<file path="config.mk">
export PLATFORM = sky130hd
export DESIGN_NAME = mem_lsu
export DESIGN_NICKNAME = d
export VERILOG_FILES = /design/src/rtl/mem_lsu.sv
export SDC_FILE = /design/constraint.sdc
export NUM_CORES = 1
export LEC_CHECK = 0
export BUFFER_PORTS_ARGS = -buffer_cell sky130_fd_sc_hd__clkbuf_2
export CAP_MARGIN = 20
export CORE_AREA = 2 2 149 151
export CTS_BUF_LIST = sky130_fd_sc_hd__clkbuf_8
export DETAILED_ROUTE_END_ITERATION = 12
export DIE_AREA = 0 0 151 153
export GPL_TIMING_DRIVEN = 0
export MAX_ROUTING_LAYER = met4
export PLACE_DENSITY = 0.57
export SLEW_MARGIN = 20
export SYNTH_ARGS = -nofsm -noshare
export SYNTH_HDL_FRONTEND = slang
export SYNTH_SLANG_ARGS = --single-unit
export TNS_END_PERCENT = 1
</file>
<file path="constraint.sdc">
create_clock -name clk -period 5.05 [get_ports clk]
set_input_delay 0.505 -clock clk [delete_from_list [all_inputs] [get_ports clk]]
set_output_delay 0.505 -clock clk [all_outputs]
set_load 0.02 [all_outputs]
</file>
<file path="src/rtl/mem_lsu.sv">
// mem_lsu: memory-access stage with integrated load/store unit.
// Non-memory instructions pass straight through; memory instructions run a
// req/ack bus transaction (IDLE -> WAIT -> DONE) while holding the pipeline.
module mem_lsu #(
    parameter int unsigned ADDR_W     = 32,
    parameter bit          BIG_ENDIAN = 1'b1,
    parameter int unsigned TIMEOUT    = 0
) (
    input  logic              clk,
    input  logic              rst,
    input  logic              flush_i,
    input  logic [4:0]        wd_i,
    input  logic              wreg_i,
    input  logic [31:0]       wdata_i,
    input  logic              whilo_i,
    input  logic [31:0]       hi_i,
    input  logic [31:0]       lo_i,
    input  logic [3:0]        mem_op_i,
    input  logic [ADDR_W-1:0] mem_addr_i,
    input  logic [31:0]       mem_sdata_i,
    output logic [4:0]        wd_o,
    output logic              wreg_o,
    output logic [31:0]       wdata_o,
    output logic              whilo_o,
    output logic [31:0]       hi_o,
    output logic [31:0]       lo_o,
    output logic              stall_req_o,
    output logic              bus_req_o,
    output logic              bus_we_o,
    output logic [ADDR_W-1:0] bus_addr_o,
    output logic [3:0]        bus_sel_o,
    output logic [31:0]       bus_wdata_o,
    input  logic              bus_ack_i,
    input  logic              bus_err_i,
    input  logic [31:0]       bus_rdata_i,
    output logic              adel_o,
    output logic              ades_o,
    output logic              bus_err_o
);

    localparam logic [3:0] OpLb  = 4'd1;
    localparam logic [3:0] OpLbu = 4'd2;
    localparam logic [3:0] OpLh  = 4'd3;
    localparam logic [3:0] OpLhu = 4'd4;
    localparam logic [3:0] OpLw  = 4'd5;
    localparam logic [3:0] OpSb  = 4'd6;
    localparam logic [3:0] OpSh  = 4'd7;
    localparam logic [3:0] OpSw  = 4'd8;
    localparam logic [3:0] OpLl  = 4'd9;
    localparam logic [3:0] OpSc  = 4'd10;

    typedef enum logic [1:0] {StIdle, StWait, StDone} state_e;

    state_e            state_q, state_d;
    logic              bus_req_q, bus_we_q, err_q, flush_seen_q, llbit_q;
    logic [ADDR_W-1:0] bus_addr_q;
    logic [3:0]        bus_sel_q;
    logic [31:0]       bus_wdata_q, rdata_q, cnt_q;

    logic        is_load, is_store, is_half, is_word, is_byte;
    logic        misaligned, sc_fail, start;
    logic [1:0]  lane;
    logic        half_hi;
    logic [3:0]  sel_d;
    logic [31:0] sdata_d, load_data;
    logic        timeout_hit, done_evt, err_evt;

    // Decode the memory op and classify alignment / LL-SC outcome.
    always_comb begin
        is_load  = 1'b0;
        is_store = 1'b0;
        is_byte  = 1'b0;
        is_half  = 1'b0;
        is_word  = 1'b0;
        unique case (mem_op_i)
            OpLb, OpLbu: begin is_load  = 1'b1; is_byte = 1'b1; end
            OpLh, OpLhu: begin is_load  = 1'b1; is_half = 1'b1; end
            OpLw, OpLl:  begin is_load  = 1'b1; is_word = 1'b1; end
            OpSb:        begin is_store = 1'b1; is_byte = 1'b1; end
            OpSh:        begin is_store = 1'b1; is_half = 1'b1; end
            OpSw, OpSc:  begin is_store = 1'b1; is_word = 1'b1; end
            default: ;
        endcase
        misaligned = (is_half && mem_addr_i[0]) || (is_word && (mem_addr_i[1:0] != 2'b00));
        sc_fail    = (mem_op_i == OpSc) && !llbit_q && !misaligned;
        start      = (is_load || is_store) && !misaligned && !sc_fail;
    end

    // Byte-lane steering for store data and lane enables.
    always_comb begin
        lane    = BIG_ENDIAN ? (2'd3 - mem_addr_i[1:0]) : mem_addr_i[1:0];
        half_hi = BIG_ENDIAN ? ~mem_addr_i[1] : mem_addr_i[1];
        sel_d   = 4'b1111;
        sdata_d = mem_sdata_i;
        if (is_byte) begin
            sel_d   = 4'b0001 << lane;
            sdata_d = {4{mem_sdata_i[7:0]}};
        end else if (is_half) begin
            sel_d   = half_hi ? 4'b1100 : 4'b0011;
            sdata_d = {2{mem_sdata_i[15:0]}};
        end
        if (is_load) begin
            sdata_d = 32'h0;
        end
    end

    // Extract and extend load data from the latched bus word.
    always_comb begin
        unique case (mem_op_i)
            OpLb:    load_data = {{24{rdata_q[{lane, 3'b000} + 7]}}, rdata_q[{lane, 3'b000} +: 8]};
            OpLbu:   load_data = {24'h0, rdata_q[{lane, 3'b000} +: 8]};
            OpLh:    load_data = half_hi ? {{16{rdata_q[31]}}, rdata_q[31:16]}
                                         : {{16{rdata_q[15]}}, rdata_q[15:0]};
            OpLhu:   load_data = half_hi ? {16'h0, rdata_q[31:16]} : {16'h0, rdata_q[15:0]};
            default: load_data = rdata_q;
        endcase
    end

    // Completion events in WAIT: error beats ack, ack beats timeout.
    always_comb begin
        timeout_hit = (TIMEOUT != 0) && (cnt_q == 32'(TIMEOUT - 1));
        done_evt    = bus_ack_i || bus_err_i || timeout_hit;
        err_evt     = bus_err_i || (timeout_hit && !bus_ack_i);
    end

    // FSM state register.
    always_ff @(posedge clk) begin
        if (rst) state_q <= StIdle;
        else     state_q <= state_d;
    end

    // FSM next-state logic.
    always_comb begin
        state_d = state_q;
        unique case (state_q)
            StIdle:  if (start) state_d = StWait;
            StWait:  if (done_evt) state_d = StDone;
            StDone:  state_d = StIdle;
            default: state_d = StIdle;
        endcase
    end

    // Bus request registers, wait counter and latched response.
    always_ff @(posedge clk) begin
        if (rst) begin
            bus_req_q    <= 1'b0;
            bus_we_q     <= 1'b0;
            bus_addr_q   <= '0;
            bus_sel_q    <= 4'h0;
            bus_wdata_q  <= 32'h0;
            rdata_q      <= 32'h0;
            err_q        <= 1'b0;
            flush_seen_q <= 1'b0;
            cnt_q        <= 32'h0;
        end else begin
            unique case (state_q)
                StIdle: begin
                    if (start) begin
                        bus_req_q    <= 1'b1;
                        bus_we_q     <= is_store;
                        bus_addr_q   <= {mem_addr_i[ADDR_W-1:2], 2'b00};
                        bus_sel_q    <= sel_d;
                        bus_wdata_q  <= sdata_d;
                        err_q        <= 1'b0;
                        flush_seen_q <= 1'b0;
                        cnt_q        <= 32'h0;
                    end
                end
                StWait: begin
                    flush_seen_q <= flush_seen_q || flush_i;
                    if (done_evt) begin
                        bus_req_q <= 1'b0;
                        rdata_q   <= bus_rdata_i;
                        err_q     <= err_evt;
                    end else begin
                        cnt_q <= cnt_q + 32'd1;
                    end
                end
                default: ;
            endcase
        end
    end

    // LLbit: set by a clean LL ack, cleared by SC completion or any flush.
    always_ff @(posedge clk) begin
        if (rst || flush_i) begin
            llbit_q <= 1'b0;
        end else if (state_q == StWait && done_evt) begin
            if (mem_op_i == OpLl && bus_ack_i && !bus_err_i && !flush_seen_q) llbit_q <= 1'b1;
            else if (mem_op_i == OpSc)                                      llbit_q <= 1'b0;
        end
    end

    // Stage outputs; everything is forced to zero while reset is held.
    always_comb begin
        wd_o        = wd_i;
        wreg_o      = wreg_i;
        wdata_o     = wdata_i;
        whilo_o     = whilo_i;
        hi_o        = hi_i;
        lo_o        = lo_i;
        stall_req_o = 1'b0;
        adel_o      = 1'b0;
        ades_o      = 1'b0;
        bus_err_o   = 1'b0;
        bus_req_o   = bus_req_q;
        bus_we_o    = bus_we_q;
        bus_addr_o  = bus_addr_q;
        bus_sel_o   = bus_sel_q;
        bus_wdata_o = bus_wdata_q;
        unique case (state_q)
            StIdle: begin
                if (misaligned) begin
                    adel_o = is_load;
                    ades_o = is_store;
                    wreg_o = 1'b0;
                end else if (sc_fail) begin
                    wdata_o = 32'h0;
                end else if (start) begin
                    stall_req_o = 1'b1;
                    wreg_o      = 1'b0;
                end
            end
            StWait: begin
                stall_req_o = 1'b1;
                wreg_o      = 1'b0;
            end
            StDone: begin
                if (is_load)              wdata_o = load_data;
                if (mem_op_i == OpSc)     wdata_o = 32'h1;
                else if (is_store)        wreg_o  = 1'b0;
                if (err_q || flush_seen_q || flush_i) wreg_o = 1'b0;
                bus_err_o = err_q;
            end
            default: ;
        endcase
        if (rst) begin
            wd_o        = 5'h0;
            wreg_o      = 1'b0;
            wdata_o     = 32'h0;
            whilo_o     = 1'b0;
            hi_o        = 32'h0;
            lo_o        = 32'h0;
            stall_req_o = 1'b0;
            adel_o      = 1'b0;
            ades_o      = 1'b0;
            bus_err_o   = 1'b0;
            bus_req_o   = 1'b0;
            bus_we_o    = 1'b0;
            bus_addr_o  = '0;
            bus_sel_o   = 4'h0;
            bus_wdata_o = 32'h0;
        end
    end

endmodule

</file>
==> results.ini <==
[status]
outcome = finished, final reports clean

[final_layout]
area_delta_synth_final_pct = 38.1
num_antenna_cells = 0
nFillCells = 2347
layout.area.seq_um2 = 2100
layout-drive-gt1-share_pct = 37.7
final_nets = 1432
multiInputGateArea_um2 = 3810

[synthesis]
synth_area_per_cell_um2 = 7.73
synth_area_leaders = dfxtp_1 33%, nor2b_1 11%, nand2_1 7.4%
ys_seq_elements = 105
synth-edff-count = 0
yosysTopAreaCell = dfxtp_1
ys_seq_area_share_pct = 32.6
yosysTopAreaCellShare_pct = 32.6
synthFlopType = dfxtp_1
ys_async_sr_fraction_pct = 0
ys_types = 69
yosysWarnings = 0
netlist_top_cells_count = 127 x nand2_1, 111 x nor2b_1, 105 x dfxtp_1
netlist_instances = 834
synth_area_um2 = 6440
yosys.cell_count.top_type = nand2_1

[setup_path]
cp_max_fo = 10
worstPathArrival_ns = 2.57
worstSetupPathType = reg -> out
reg2reg_from = state_q[0]$_SDFFE_PP0P_
r2r-end = rdata_q[29]$_SDFFE_PP0P_
startpoint_type = flip-flop
worst_setup_path_end_kind = output port
crit_required_ns = 4.55
r2r_cells = 6
r2r_slack_ns = 2.95

[min_path]
hold_end = rdata_q[1]$_SDFFE_PP0P_
hp-start = bus_rdata_i[1]
worstHoldPathCells = 3
hold_class = in -> reg

[pwr]
total_power_uw = 2220
peakVddDrop_uv = 151
power_density_nw_per_um2 = 249
power.leakage_uw = 0.00442

[sta]
fin_crit_sh_pct = 60.8
worstMarginPinSlew_ns = 0.713
setup_viol = 0
min_period_ns = 3.07
maxSlewViolCount = 0
tns_ns = 0
max_slew_margin_pct = 52.2
rsz0062_at_grt = no
finalHoldViolCount = 0
skew_ns = 0.0126
fmax_mhz = 325

[placed_design]
place_congestion = 0.903
dp_hpwl_um = 21200
port_buffers = 378

[clock_network]
htreeDepth = 3
holdBufCountCts = 0
cts_buffer_depth = 2
clk_latency_ns = 0.40
clockRootBuffer = clkbuf_8
tritoncts = done
cts_made_buffers = 9
cts_resized = 0
cts_num_sinks = 105
cts_setup_buffers = 0
clk_pin_slew_ns = 0.12

[global_route]
grt_pass1_vias = 7086
grt_antenna_before_repair = 0
grt_usage_pct = 22.6
grt_pass1_wl_um = 39100
overflow = 0
grt_max_degree = 23

[drt]
drt-initial-drc-count = 467
vias = 7504
drtAntennaViolNets = 0
drc = 0
drt-vias-per-instance = 4.97
wl_per_cell_um = 17.4
dr.pass1.iters = 7
wl_um = 26300

[job]
maxCapViolCount = 0

[die]
start_util_pct = 30.0
num_rows = 54
core-area_um2 = 21500
fp.dieH_um = 153
pin_count = 385
die_area_um2 = 23100
chipWidth_um = 151

==> cells by family after synthesis <==
| logic type | Yosys count | synth area share, % |
|---|---|---|
| flops | 105 | 32.6 |
| buf+inv | 122 | 8.35 |
| mux | 32 | 5.59 |
| xor+xnor | 2 | 0.272 |
| compound gates | 238 | 27.4 |
| other cells | 1 | 0.0582 |
| simple gates | 334 | 25.8 |
==> area by class of cell <==
class | count | area share [%]
clock buffer | 9 | 1.39
buffer | 73 | 3.98
timing repair buffer | 378 | 21.2
multi-input combinational | 608 | 42.8
inverter | 49 | 2.07
sequential | 105 | 23.6
clock inverter | 7 | 0.998
tap | 280 | 3.93
==> cells in the final DEF (no fill, tap or decap), types with 3 or more instances in the layout <==
cell,n
clkbuf_2,380
nand2_1,127
nor2b_1,111
dfxtp_1,105
a21oi_1,63
inv_1,47
nor2_1,43
clkbuf_1,41
o2bb2ai_1,39
a2bb2oi_1,30
nor3_1,22
mux2_2,20
o22ai_1,16
o21ai_0,15
buf_2,14
a32oi_1,12
buf_4,10
mux2i_1,9
o211ai_1,9
clkbuf_8,9
o221ai_1,8
nand2b_1,7
a221oi_1,7
o21a_1,6
o21ai_1,4
buf_6,3
nand3b_1,3
or3_1,3
buf_1,3
a31oi_1,3
o21ai_2,3
and3_1,3
mux2_4,3
==> worst max-delay path, cell delays in order (launching register included) <==
cell	delay, ns
dfxtp_1	0.35
clkbuf_1	0.32
nor2b_1	0.29
o311a_1	0.21
buf_4	0.19
buf_2	0.25
o21ai_0	0.14
a31oi_1	0.18
clkbuf_2	0.24
==> through the flow <==
stage	utilization [%]	cells	setup WS, ns	hold slack (ns)	cell area (um2)
after global placement	40.4	1493	2.10	0.449	8690
final	41.4	1509	1.98	0.317	8900
after CTS	41.4	1509	1.98	0.290	8900
after floorplan	-	835	2.40	0.437	6450
after detailed placement	40.4	1493	2.11	0.452	8690
after global routing	41.4	1509	1.72	0.293	8900
==> metal layers <==
metal	global-route usage, %	up-vias	part of all wire [%]
met5	-	-	0
met4	6.85	0	2.5
met3	4.06	39	7.4
met2	38.3	342	49
met1	27.1	3433	41
li1	-	3690	-
==> power by group <==
| part | switching, uW | internal (uW) | total [uW] |
|---|---|---|---|
| combinational | 436 | 277 | 713 |
| sequential | 27.9 | 902 | 929 |
| clock | 369 | 205 | 574 |
| total | 833 | 1380 | 2220 |
==> flip-flops by register name, indices dropped and copies added (netlist names) <==
register and flops:
bus_wdata_q 32, rdata_q 32, bus_addr_q 30, bus_sel_q 4, state_q 2, bus_req_q 1, bus_we_q 1, err_q 1
flush_seen_q 1, llbit_q 1
==> how the worst max path moves through the flow <==
stage / start / end / slack, ns / cells after the start
global route: state_q[1]$_SDFFE_PP0P_ / wdata_o[0] / 1.72 / 8
finish: state_q[1]$_SDFFE_PP0P_ / wdata_o[0] / 1.98 / 8
global placement: mem_addr_i[0] / wdata_o[7] / 2.10 / 7
detailed placement: rst / wdata_o[0] / 2.11 / 5
floorplan: mem_op_i[0] / wdata_o[10] / 2.40 / 9
CTS: state_q[1]$_SDFFE_PP0P_ / wdata_o[0] / 1.98 / 8
No activity file was read; power rests on OpenSTA's default activity.
